===== src/rtl/card_datapath_multi_if.sv =====
// card_datapath_multi_if: load requests from the game FSM and the card/score/result view back to it.
interface card_datapath_multi_if #(
    parameter int NUM_HANDS = 2,
    parameter int CARDS_PER_HAND = 3
);
    localparam int HW = $clog2(NUM_HANDS);
    localparam int SW = $clog2(CARDS_PER_HAND);
    logic load_en;
    logic [HW-1:0] load_hand;
    logic [SW-1:0] load_slot;
    logic [3:0] next_card;
    logic [NUM_HANDS*CARDS_PER_HAND*4-1:0] cards;
    logic [NUM_HANDS*4-1:0] scores;
    logic [NUM_HANDS*4-1:0] card_count;
    logic [3:0] last_card;
    logic load_err;
    logic [HW-1:0] leader;
    logic tie;
    modport master (
        output load_en, load_hand, load_slot,
        input next_card, cards, scores, card_count, last_card, load_err, leader, tie
    );
    modport slave (
        input load_en, load_hand, load_slot,
        output next_card, cards, scores, card_count, last_card, load_err, leader, tie
    );
endinterface


===== src/rtl/card_datapath_multi.sv =====
// card_datapath_multi: N-hand baccarat card store with on-chip dealer, registered scores and leader/tie.
// CARD_LFSR_EN swaps the 1..13 counter dealer for a 16-bit LFSR dealer.
module card_datapath_multi #(
    parameter int NUM_HANDS = 2,
    parameter int CARDS_PER_HAND = 3
) (
    input logic slow_clock,
    input logic resetb,
    card_datapath_multi_if.slave bus
);
    localparam int HW = $clog2(NUM_HANDS);
    localparam int SW = $clog2(CARDS_PER_HAND);
    logic [3:0] card [NUM_HANDS][CARDS_PER_HAND];
    logic [3:0] score [NUM_HANDS];
    logic [3:0] score_n [NUM_HANDS];
    logic [3:0] count [NUM_HANDS];
    logic [6:0] sum [NUM_HANDS];
    logic [3:0] next_card, last_card, best, ties;
    logic load_err, tie, tie_n, hit, full, accept;
    logic [HW-1:0] leader, leader_n;

    function automatic logic [3:0] face(input logic [3:0] c);
        return c > 4'd9 ? 4'd0 : c;
    endfunction

`ifdef CARD_LFSR_EN
    logic [15:0] lfsr;
    logic [3:0] lfsr_mod;
    assign lfsr_mod = 4'(lfsr % 16'd13);
    assign next_card = lfsr_mod + 4'd1;
    always_ff @(posedge slow_clock)
        lfsr <= resetb ? 16'hACE1 : {lfsr[14:0], lfsr[15] ^ lfsr[13] ^ lfsr[12] ^ lfsr[10]};
`else
    always_ff @(posedge slow_clock)
        next_card <= resetb || next_card == 4'd13 ? 4'd1 : next_card + 4'd1;
`endif

    // an index outside the hand/slot range never matches, so it is rejected like a filled slot
    always_comb begin
        hit = 1'b0;
        full = 1'b0;
        for (int h = 0; h < NUM_HANDS; h++)
            for (int s = 0; s < CARDS_PER_HAND; s++)
                if (bus.load_hand == HW'(h) && bus.load_slot == SW'(s)) begin
                    hit = 1'b1;
                    full = card[h][s] != 4'd0;
                end
        accept = bus.load_en && hit && !full;
    end

    always_comb begin
        for (int h = 0; h < NUM_HANDS; h++) begin
            sum[h] = 7'd0;
            for (int s = 0; s < CARDS_PER_HAND; s++)
                sum[h] = sum[h] + 7'(face(card[h][s]));
            score_n[h] = 4'(sum[h] % 7'd10);
        end
    end

    // strict > keeps the lowest index among equal maxima
    always_comb begin
        leader_n = '0;
        best = score[0];
        ties = 4'd0;
        for (int h = 1; h < NUM_HANDS; h++)
            if (score[h] > best) begin
                best = score[h];
                leader_n = HW'(h);
            end
        for (int h = 0; h < NUM_HANDS; h++)
            ties = ties + {3'd0, score[h] == best};
        tie_n = ties > 4'd1;
    end

    always_ff @(posedge slow_clock) begin
        if (resetb) begin
            for (int h = 0; h < NUM_HANDS; h++) begin
                score[h] <= 4'd0;
                count[h] <= 4'd0;
                for (int s = 0; s < CARDS_PER_HAND; s++)
                    card[h][s] <= 4'd0;
            end
            last_card <= 4'd0;
            load_err <= 1'b0;
            leader <= '0;
            tie <= 1'b0;
        end else begin
            for (int h = 0; h < NUM_HANDS; h++) begin
                score[h] <= score_n[h];
                if (accept && bus.load_hand == HW'(h) && count[h] != 4'd15)
                    count[h] <= count[h] + 4'd1;
                for (int s = 0; s < CARDS_PER_HAND; s++)
                    if (accept && bus.load_hand == HW'(h) && bus.load_slot == SW'(s))
                        card[h][s] <= next_card;
            end
            if (accept)
                last_card <= next_card;
            load_err <= bus.load_en && !accept;
            leader <= leader_n;
            tie <= tie_n;
        end
    end

    for (genvar g = 0; g < NUM_HANDS; g++) begin : g_hand
        assign bus.scores[g*4 +: 4] = score[g];
        assign bus.card_count[g*4 +: 4] = count[g];
        for (genvar k = 0; k < CARDS_PER_HAND; k++) begin : g_slot
            assign bus.cards[(g*CARDS_PER_HAND+k)*4 +: 4] = card[g][k];
        end
    end

    assign bus.next_card = next_card;
    assign bus.last_card = last_card;
    assign bus.load_err = load_err;
    assign bus.leader = leader;
    assign bus.tie = tie;
endmodule


===== src/flat_wrapper.sv =====
// flat-port wrapper written by rule: the top's interface ports become plain ports
module card_datapath_multi_flat 
#(
    parameter int NUM_HANDS = 2,
    parameter int CARDS_PER_HAND = 3
)
  (slow_clock, resetb, bus_load_en, bus_load_hand, bus_load_slot, bus_next_card, bus_cards, bus_scores, bus_card_count, bus_last_card, bus_load_err, bus_leader, bus_tie);
  card_datapath_multi_if #(.NUM_HANDS(NUM_HANDS), .CARDS_PER_HAND(CARDS_PER_HAND)) bus_i ();
  input logic slow_clock;
  input logic resetb;
  input wire logic [$bits(bus_i.load_en)-1:0] bus_load_en;
  input wire logic [$bits(bus_i.load_hand)-1:0] bus_load_hand;
  input wire logic [$bits(bus_i.load_slot)-1:0] bus_load_slot;
  output wire logic [$bits(bus_i.next_card)-1:0] bus_next_card;
  output wire logic [$bits(bus_i.cards)-1:0] bus_cards;
  output wire logic [$bits(bus_i.scores)-1:0] bus_scores;
  output wire logic [$bits(bus_i.card_count)-1:0] bus_card_count;
  output wire logic [$bits(bus_i.last_card)-1:0] bus_last_card;
  output wire logic [$bits(bus_i.load_err)-1:0] bus_load_err;
  output wire logic [$bits(bus_i.leader)-1:0] bus_leader;
  output wire logic [$bits(bus_i.tie)-1:0] bus_tie;
  assign bus_i.load_en = bus_load_en;
  assign bus_i.load_hand = bus_load_hand;
  assign bus_i.load_slot = bus_load_slot;
  assign bus_next_card = bus_i.next_card;
  assign bus_cards = bus_i.cards;
  assign bus_scores = bus_i.scores;
  assign bus_card_count = bus_i.card_count;
  assign bus_last_card = bus_i.last_card;
  assign bus_load_err = bus_i.load_err;
  assign bus_leader = bus_i.leader;
  assign bus_tie = bus_i.tie;
  card_datapath_multi #(.NUM_HANDS(NUM_HANDS), .CARDS_PER_HAND(CARDS_PER_HAND)) u_core (.slow_clock(slow_clock), .resetb(resetb), .bus(bus_i));
endmodule

===== config.mk =====
export PLATFORM = sky130hd
export DESIGN_NAME = card_datapath_multi_flat
export DESIGN_NICKNAME = d
export VERILOG_FILES = /design/src/rtl/card_datapath_multi_if.sv /design/src/rtl/card_datapath_multi.sv /design/src/flat_wrapper.sv
export SDC_FILE = /design/constraint.sdc
export NUM_CORES = 1
export LEC_CHECK = 0
export CORE_MARGIN = 2
export CORE_UTILIZATION = 49
export CTS_CLUSTER_DIAMETER = 120
export DETAILED_ROUTE_END_ITERATION = 8
export PLACE_DENSITY = 0.81
export SYNTH_ARGS = -nofsm -noshare
export SYNTH_HDL_FRONTEND = slang
export SYNTH_SLANG_ARGS = --single-unit

===== constraint.sdc =====
create_clock -name slow_clock -period 4.5 [get_ports slow_clock]
set_clock_uncertainty 0.2 [all_clocks]
set_input_delay 0.675 -clock slow_clock [delete_from_list [all_inputs] [get_ports slow_clock]]
set_output_delay 0.675 -clock slow_clock [all_outputs]
set_load 0.02 [all_outputs]

### Word level (Yosys, flattened, before mapping)

Memories as Yosys holds them, arrays and structs flattened.
Cells that the tools add are included.

| word-level totals | value |
|---|---|
| register bits after elaboration | 11 |
| bits in writable memories | 40 |
| input bits | 6 |
| word-level logic and storage cells | 130 |
| memories | 3 |

Memories:

| memory | depth | width | read ports | clocked after Yosys merged registers in | wr ports | line | RTL |
|---|---|---|---|---|---|---|---|
| u_core.card | 2 | 12 | 2 | 0 | 2 | card_datapath_multi.sv:13 | `logic [3:0] card [NUM_HANDS][CARDS_PER_HAND];` |
| u_core.count | 2 | 4 | 2 | 0 | 2 | card_datapath_multi.sv:16 | `logic [3:0] count [NUM_HANDS];` |
| u_core.score | 2 | 4 | 2 | 0 | 2 | card_datapath_multi.sv:14 | `logic [3:0] score [NUM_HANDS];` |

| cells by class | value |
|---|---|
| add/sub/neg operators | 8 |
| div/mod/pow operators | 2 |
| order comparisons | 8 |
| eq/ne operators | 7 |
| muxes and demuxes | 57 |
| bitwise gates (word level) | 11 |
| reduce and logical (&&, ||, !) cells | 29 |

Operator list:

| cell | number |
|---|---|
| 4-bit 2-to-1 mux | 17 |
| 1-bit 2-to-1 mux | 40 |
| 4-bit > comparator (second input constant) | 6 |
| 4-bit nonzero test | 6 |
| 1-bit logical AND | 19 |
| 7-bit by 4-bit adder with 7-bit output | 2 |
| 7-bit by 4-bit modulo with 7-bit output (second input constant) | 2 |
| 4-bit by 1-bit adder with 4-bit output (second input constant) | 3 |
| 4-bit by 4-bit adder with 5-bit output | 2 |
| 1-bit OR | 10 |
| 4-bit == test | 2 |
| 4-bit != test (second input constant) | 2 |
| 4-bit == test (second input constant) | 1 |
| 4-bit by 1-bit > comparator with 1-bit output (second input constant) | 1 |
| 4-bit > comparator | 1 |
| 1-bit by 1-bit adder with 2-bit output | 1 |
| 2-bit by 1-bit == test with 1-bit output (second input constant) | 1 |
| 2-bit == test (second input constant) | 1 |
| 1-bit logical NOT | 2 |
| 2-bit logical NOT | 1 |
| 1-bit logical OR | 1 |
| 1-bit NOT | 1 |

### Depth between registers and ports, before layout

| depth | value |
|---|---|
| word-level depth | 16 |
| mapped depth | 20 |

### Least setup slack after synthesis

No wires, ideal clock.

| timing | value |
|---|---|
| path kind | flip-flop to flip-flop |
| start point | mem u_core.card[1][6] (netlist name) |
| end point | mem u_core.score[1][1], in the netlist u_core.score[0][5] |
| library setup time | 0.121 ns |
| arrival | 4.137 ns |
| data required time | 4.179 ns |
| path slack | 0.042 ns |
| cell stages (with the launch flop) | 21 |
| cells stage by stage | edfxtp_1 -> o21ai_0 -> and2_1 -> ha_1 -> inv_1 -> fa_1 -> xnor2_1 -> ha_1 -> buf_2 -> nor2b_1 -> nor3_1 -> a31oi_1 -> nor3_2 -> and3_1 -> nor4_1 -> ha_1 -> and2_1 -> o21ai_0 -> a21oi_1 -> a211oi_1 -> mux2_2 |

RTL lines:

| item | line |
|---|---|
| start: declaration | card_datapath_multi.sv:13 |
| end: declaration | card_datapath_multi.sv:14 |

==> impl_metrics.sql <==
INSERT INTO impl_metrics (metric_group, metric, value, unit) VALUES
('timing', 'worst_slew_margin_rel', '57.2', '%'),
('detailed_routing', 'antenna_violating_nets_post_route', '0', ''),
('setup_path', 'setup.worst_path.class', 'reg2reg', ''),
('yosys', 'largest_family_of_logic_cells_by_synthesized_area', 'simple AND/OR/NAND/NOR gates', ''),
('setup_path', 'crit_path_max_fanout', '4', ''),
('yosys', 'async_reset_ff_share', '0', '%'),
('setup_path', 'cpMaxStageDelayCell', 'edfxtp_1', ''),
('detailed_routing', 'first_iter_violations', '101', ''),
('global_routing', 'grt_resource_usage_total', '20.3', '%'),
('global_routing', 'grt_max_degree', '26', ''),
('yosys', 'postSynthRegisterBits', '51', ''),
('timing', 'fin_crit', '4.38', 'ns'),
('die', 'floorplan.initialDensity', '51.0', '%'),
('clock_network', 'clock_tree.htree_level_count', '2', ''),
('setup_path', 'critPathArrivalTime', '4.37', 'ns'),
('detailed_routing', 'finalWirelength', '8030', 'µm'),
('timing', 'post-route-period-util', '97.3', '%'),
('global_routing', 'globalRoute.totalOverflow', '0', ''),
('yosys', 'synth_fa_ha_area_share', '11.9', '%'),
('detailed_routing', 'drc', '0', ''),
('worst_hold_path', 'worst_hold_path_type', 'reg2reg', ''),
('yosys', 'sequential_fraction_of_the_synthesis_area', '38.3', '%'),
('flow_run', 'maxCapViolations', '0', ''),
('die', 'die_height', '88.5', 'µm'),
('placed_design', 'dp.final_hpwl', '5920', 'µm'),
('finish', 'most-common-layout-cells', '56 x clkdlybuf4s50_1, 32 x edfxtp_1, 31 x nor2_1', ''),
('power', 'power.leakage', '1.80', 'nW'),
('placed_design', 'placement.io_buffers', '56', ''),
('yosys', 'number_of_synthesized_flops_with_an_enable_pin', '32', ''),
('setup_path', 'path_buf_inv', '3', ''),
('power', 'p_total', '1.30', 'mW'),
('yosys', 'syn-instance-count', '363', ''),
('finish', 'final_net_count', '476', ''),
('yosys', 'per_instance_average_area_after_synthesis', '9.65', 'µm²'),
('timing', 'setup_tns', '0', 'ns'),
('clock_network', 'clock_tree.buffer_depth', '2', ''),
('clock_network', 'worst_setup_hold_path_clk_slew', '0.10', 'ns'),
('yosys', 'synth_mux_area_share', '3.57', '%'),
('clock_network', 'cts_tree', 'done', ''),
('yosys', 'synth_warnings', '0', ''),
('finish', 'areaGrowthSynthToFinish', '29.5', '%'),
('clock_network', 'cts_inserted_buffers', '5', ''),
('setup_path', 'crit_path_cell_trace', 'buf_4 > buf_4 > nand2b_1 > inv_1 > ha_1 > a21o_1 > a21oi_2 > xnor2_2 > ha_4 > mux2i_1 > nand2_1 > a311oi_2 > nor3_2 > a22o_1 > nor4_2 > ha_2 > and2_4 > o21ai_2 > a21oi_2 > a211oi_2 > mux2_4', ''),
('finish', 'fillCellCount', '524', ''),
('timing', 'hold-worst-slack', '0.286', 'ns'),
('timing', 'final-max-slew-violation-count', '0', ''),
('setup_path', 'timing.critical_path.max_delay_family', 'compound AO/OA/AOI/OAI gates', ''),
('setup_path', 'startpoint_class_of_the_critical_path', 'flop', ''),
('timing', 'timing.final.setup_violations', '0', ''),
('placed_design', 'globalplace.congestion', '0.866', ''),
('clock_network', 'post_cts_hold_buffer_count', '0', ''),
('outcome', 'status', 'finished clean', ''),
('clock_network', 'clock_sink_count', '51', ''),
('yosys', 'synth_flop_cell', 'edfxtp_1', ''),
('die', 'num_rows', '30', ''),
('detailed_routing', 'drt-wirelength-per-cell', '15.0', 'µm'),
('die', 'placeableCoreArea', '6870', 'µm²'),
('detailed_routing', 'dr_total_vias', '2998', ''),
('detailed_routing', 'vias_per_std_cell', '5.59', ''),
('yosys', 'yosys.area_share.simple', '21.8', '%'),
('die', 'floorplan.die_area', '7840', 'µm²'),
('setup_path', 'crit_path_max_incr_delay', '0.40', 'ns'),
('global_routing', 'grt_pass1_wl', '12700', 'µm'),
('clock_network', 'cts.root.buffer_cell', 'clkbuf_8', ''),
('setup_path', 'reg2reg_setup_slack', '0.12', 'ns'),
('power', 'worst_ir_drop_on_vdd', '0.182', 'mV'),
('clock_network', 'insertion_delay', '0.31', 'ns'),
('yosys', 'synth_cell_types', '56', ''),
('finish', 'post_route_cells_drive_above_1_share', '15.9', '%'),
('timing', 'timing.fmax', '228', 'MHz'),
('yosys', 'compound_cell_area_share_of_the_yosys_netlist', '16.8', '%');
cell usage after synthesis, drive strengths merged, types with 4 or more instances:
library cell | n | share of area [%]
nor2b | 15 | 2.7
nand2 | 14 | 1.7
a21oi | 22 | 3.1
or4 | 5 | 1.2
a21o | 8 | 1.7
dfxtp | 19 | 11
ha | 27 | 9.6
nor3b | 7 | 1.5
nand3 | 13 | 1.9
nor2 | 32 | 3.4
edfxtp | 32 | 27
fa | 4 | 2.3
a211o | 4 | 1.0
nand2b | 9 | 1.6
o22ai | 6 | 1.5
and2 | 16 | 2.9
o21ai | 13 | 1.9
mux2i | 8 | 2.3
or2 | 4 | 0.71
a211oi | 4 | 0.86
nor3 | 8 | 1.4
nor4 | 11 | 2.0
xnor2 | 11 | 2.8
clkbuf | 8 | 0.86
xor2 | 6 | 1.5
inv | 21 | 2.3
metrics by stage:
stage                     instance area (µm²)  utilization (%)  cells  setup WS (ns)
after floorplan                          3500                -    363         0.0423
after global placement                   4230             61.6    517          0.123
after detailed placement                 4230             61.6    517         -0.196
after CTS                                4340             63.2    526         0.0173
after global routing                     4540             66.0    536         -0.118
final                                    4540             66.0    536          0.123
layer usage:
layer	part of all wire, %	GRT usage (%)
met1	43	25.6
met2	51	36.9
met3	4.1	3.08
met4	1.4	4.13
met5	0	0
area by class of cell:
class / instances / area (µm²) / share of cell area [%]
inverters: 22 / 82.6 / 1.82
clock inverters: 2 / 17.5 / 0.386
repair buffers: 78 / 726 / 16.0
well taps: 96 / 120 / 2.65
multi-input cells: 281 / 2180 / 48.0
clock buffers: 6 / 72.6 / 1.60
flip-flops and latches: 51 / 1340 / 29.6
logic make-up after synthesis:
kind of cell,Yosys count
and+or+nand+nor,138
DFF,51
buffers and inverters,31
adders and majority gates,31
xor gates and xnor gates,17
AOI/OAI and AO/OA,84
muxes,11
final timing paths:
kind,startpoint,to,cells after the start
setup / recovery,u_core.card[1][5]$_SDFFCE_PN0P_,u_core.score[0][5]$_SDFF_PP0_,21
hold / removal,u_core.bus.last_card[1]$_SDFFE_PP0P_,u_core.bus.last_card[1]$_SDFFE_PP0P_,2
setup reg to reg,u_core.card[1][5]$_SDFFCE_PN0P_,u_core.score[0][5]$_SDFF_PP0_,21
hold reg to reg,u_core.bus.last_card[1]$_SDFFE_PP0P_,u_core.bus.last_card[1]$_SDFFE_PP0P_,2
sequential cells by signal (all words and copies together), names as in the netlist:
signal and cells:
u_core.bus.last_card 4, u_core.bus.leader 1, u_core.bus.load_err 1, u_core.bus.next_card 4
u_core.bus.tie 1, u_core.card 24, u_core.count 8, u_core.score 8
power by group:
group	switching, mW	leakage, nW	internal (mW)	total [mW]
combinational	0.240	1.27	0.228	0.468
sequential	0.0332	0.487	0.532	0.565
clock	0.152	0.0454	0.112	0.264
total	0.425	1.80	0.871	1.30
timing repair:
| item | in CTS | in global routing |
|---|---|---|
| pin swaps | 3 | 21 |
| setup endpoints to repair | 2 | 2 |
| gates cloned | 0 | 0 |
| setup buffers | 1 | 10 |
| gates resized for setup | 4 | 28 |
worst reg2reg max path, stage by stage (launching register included):
cell	delay, ns
edfxtp_1	0.40
buf_4	0.14
buf_4	0.14
nand2b_1	0.11
inv_1	0.06
ha_1	0.28
a21o_1	0.17
a21oi_2	0.17
xnor2_2	0.15
ha_4	0.32
mux2i_1	0.18
nand2_1	0.09
a311oi_2	0.27
nor3_2	0.10
a22o_1	0.23
nor4_2	0.27
ha_2	0.24
and2_4	0.14
o21ai_2	0.07
a21oi_2	0.15
a211oi_2	0.07
mux2_4	0.30
No activity file was read; power rests on OpenSTA's default activity.
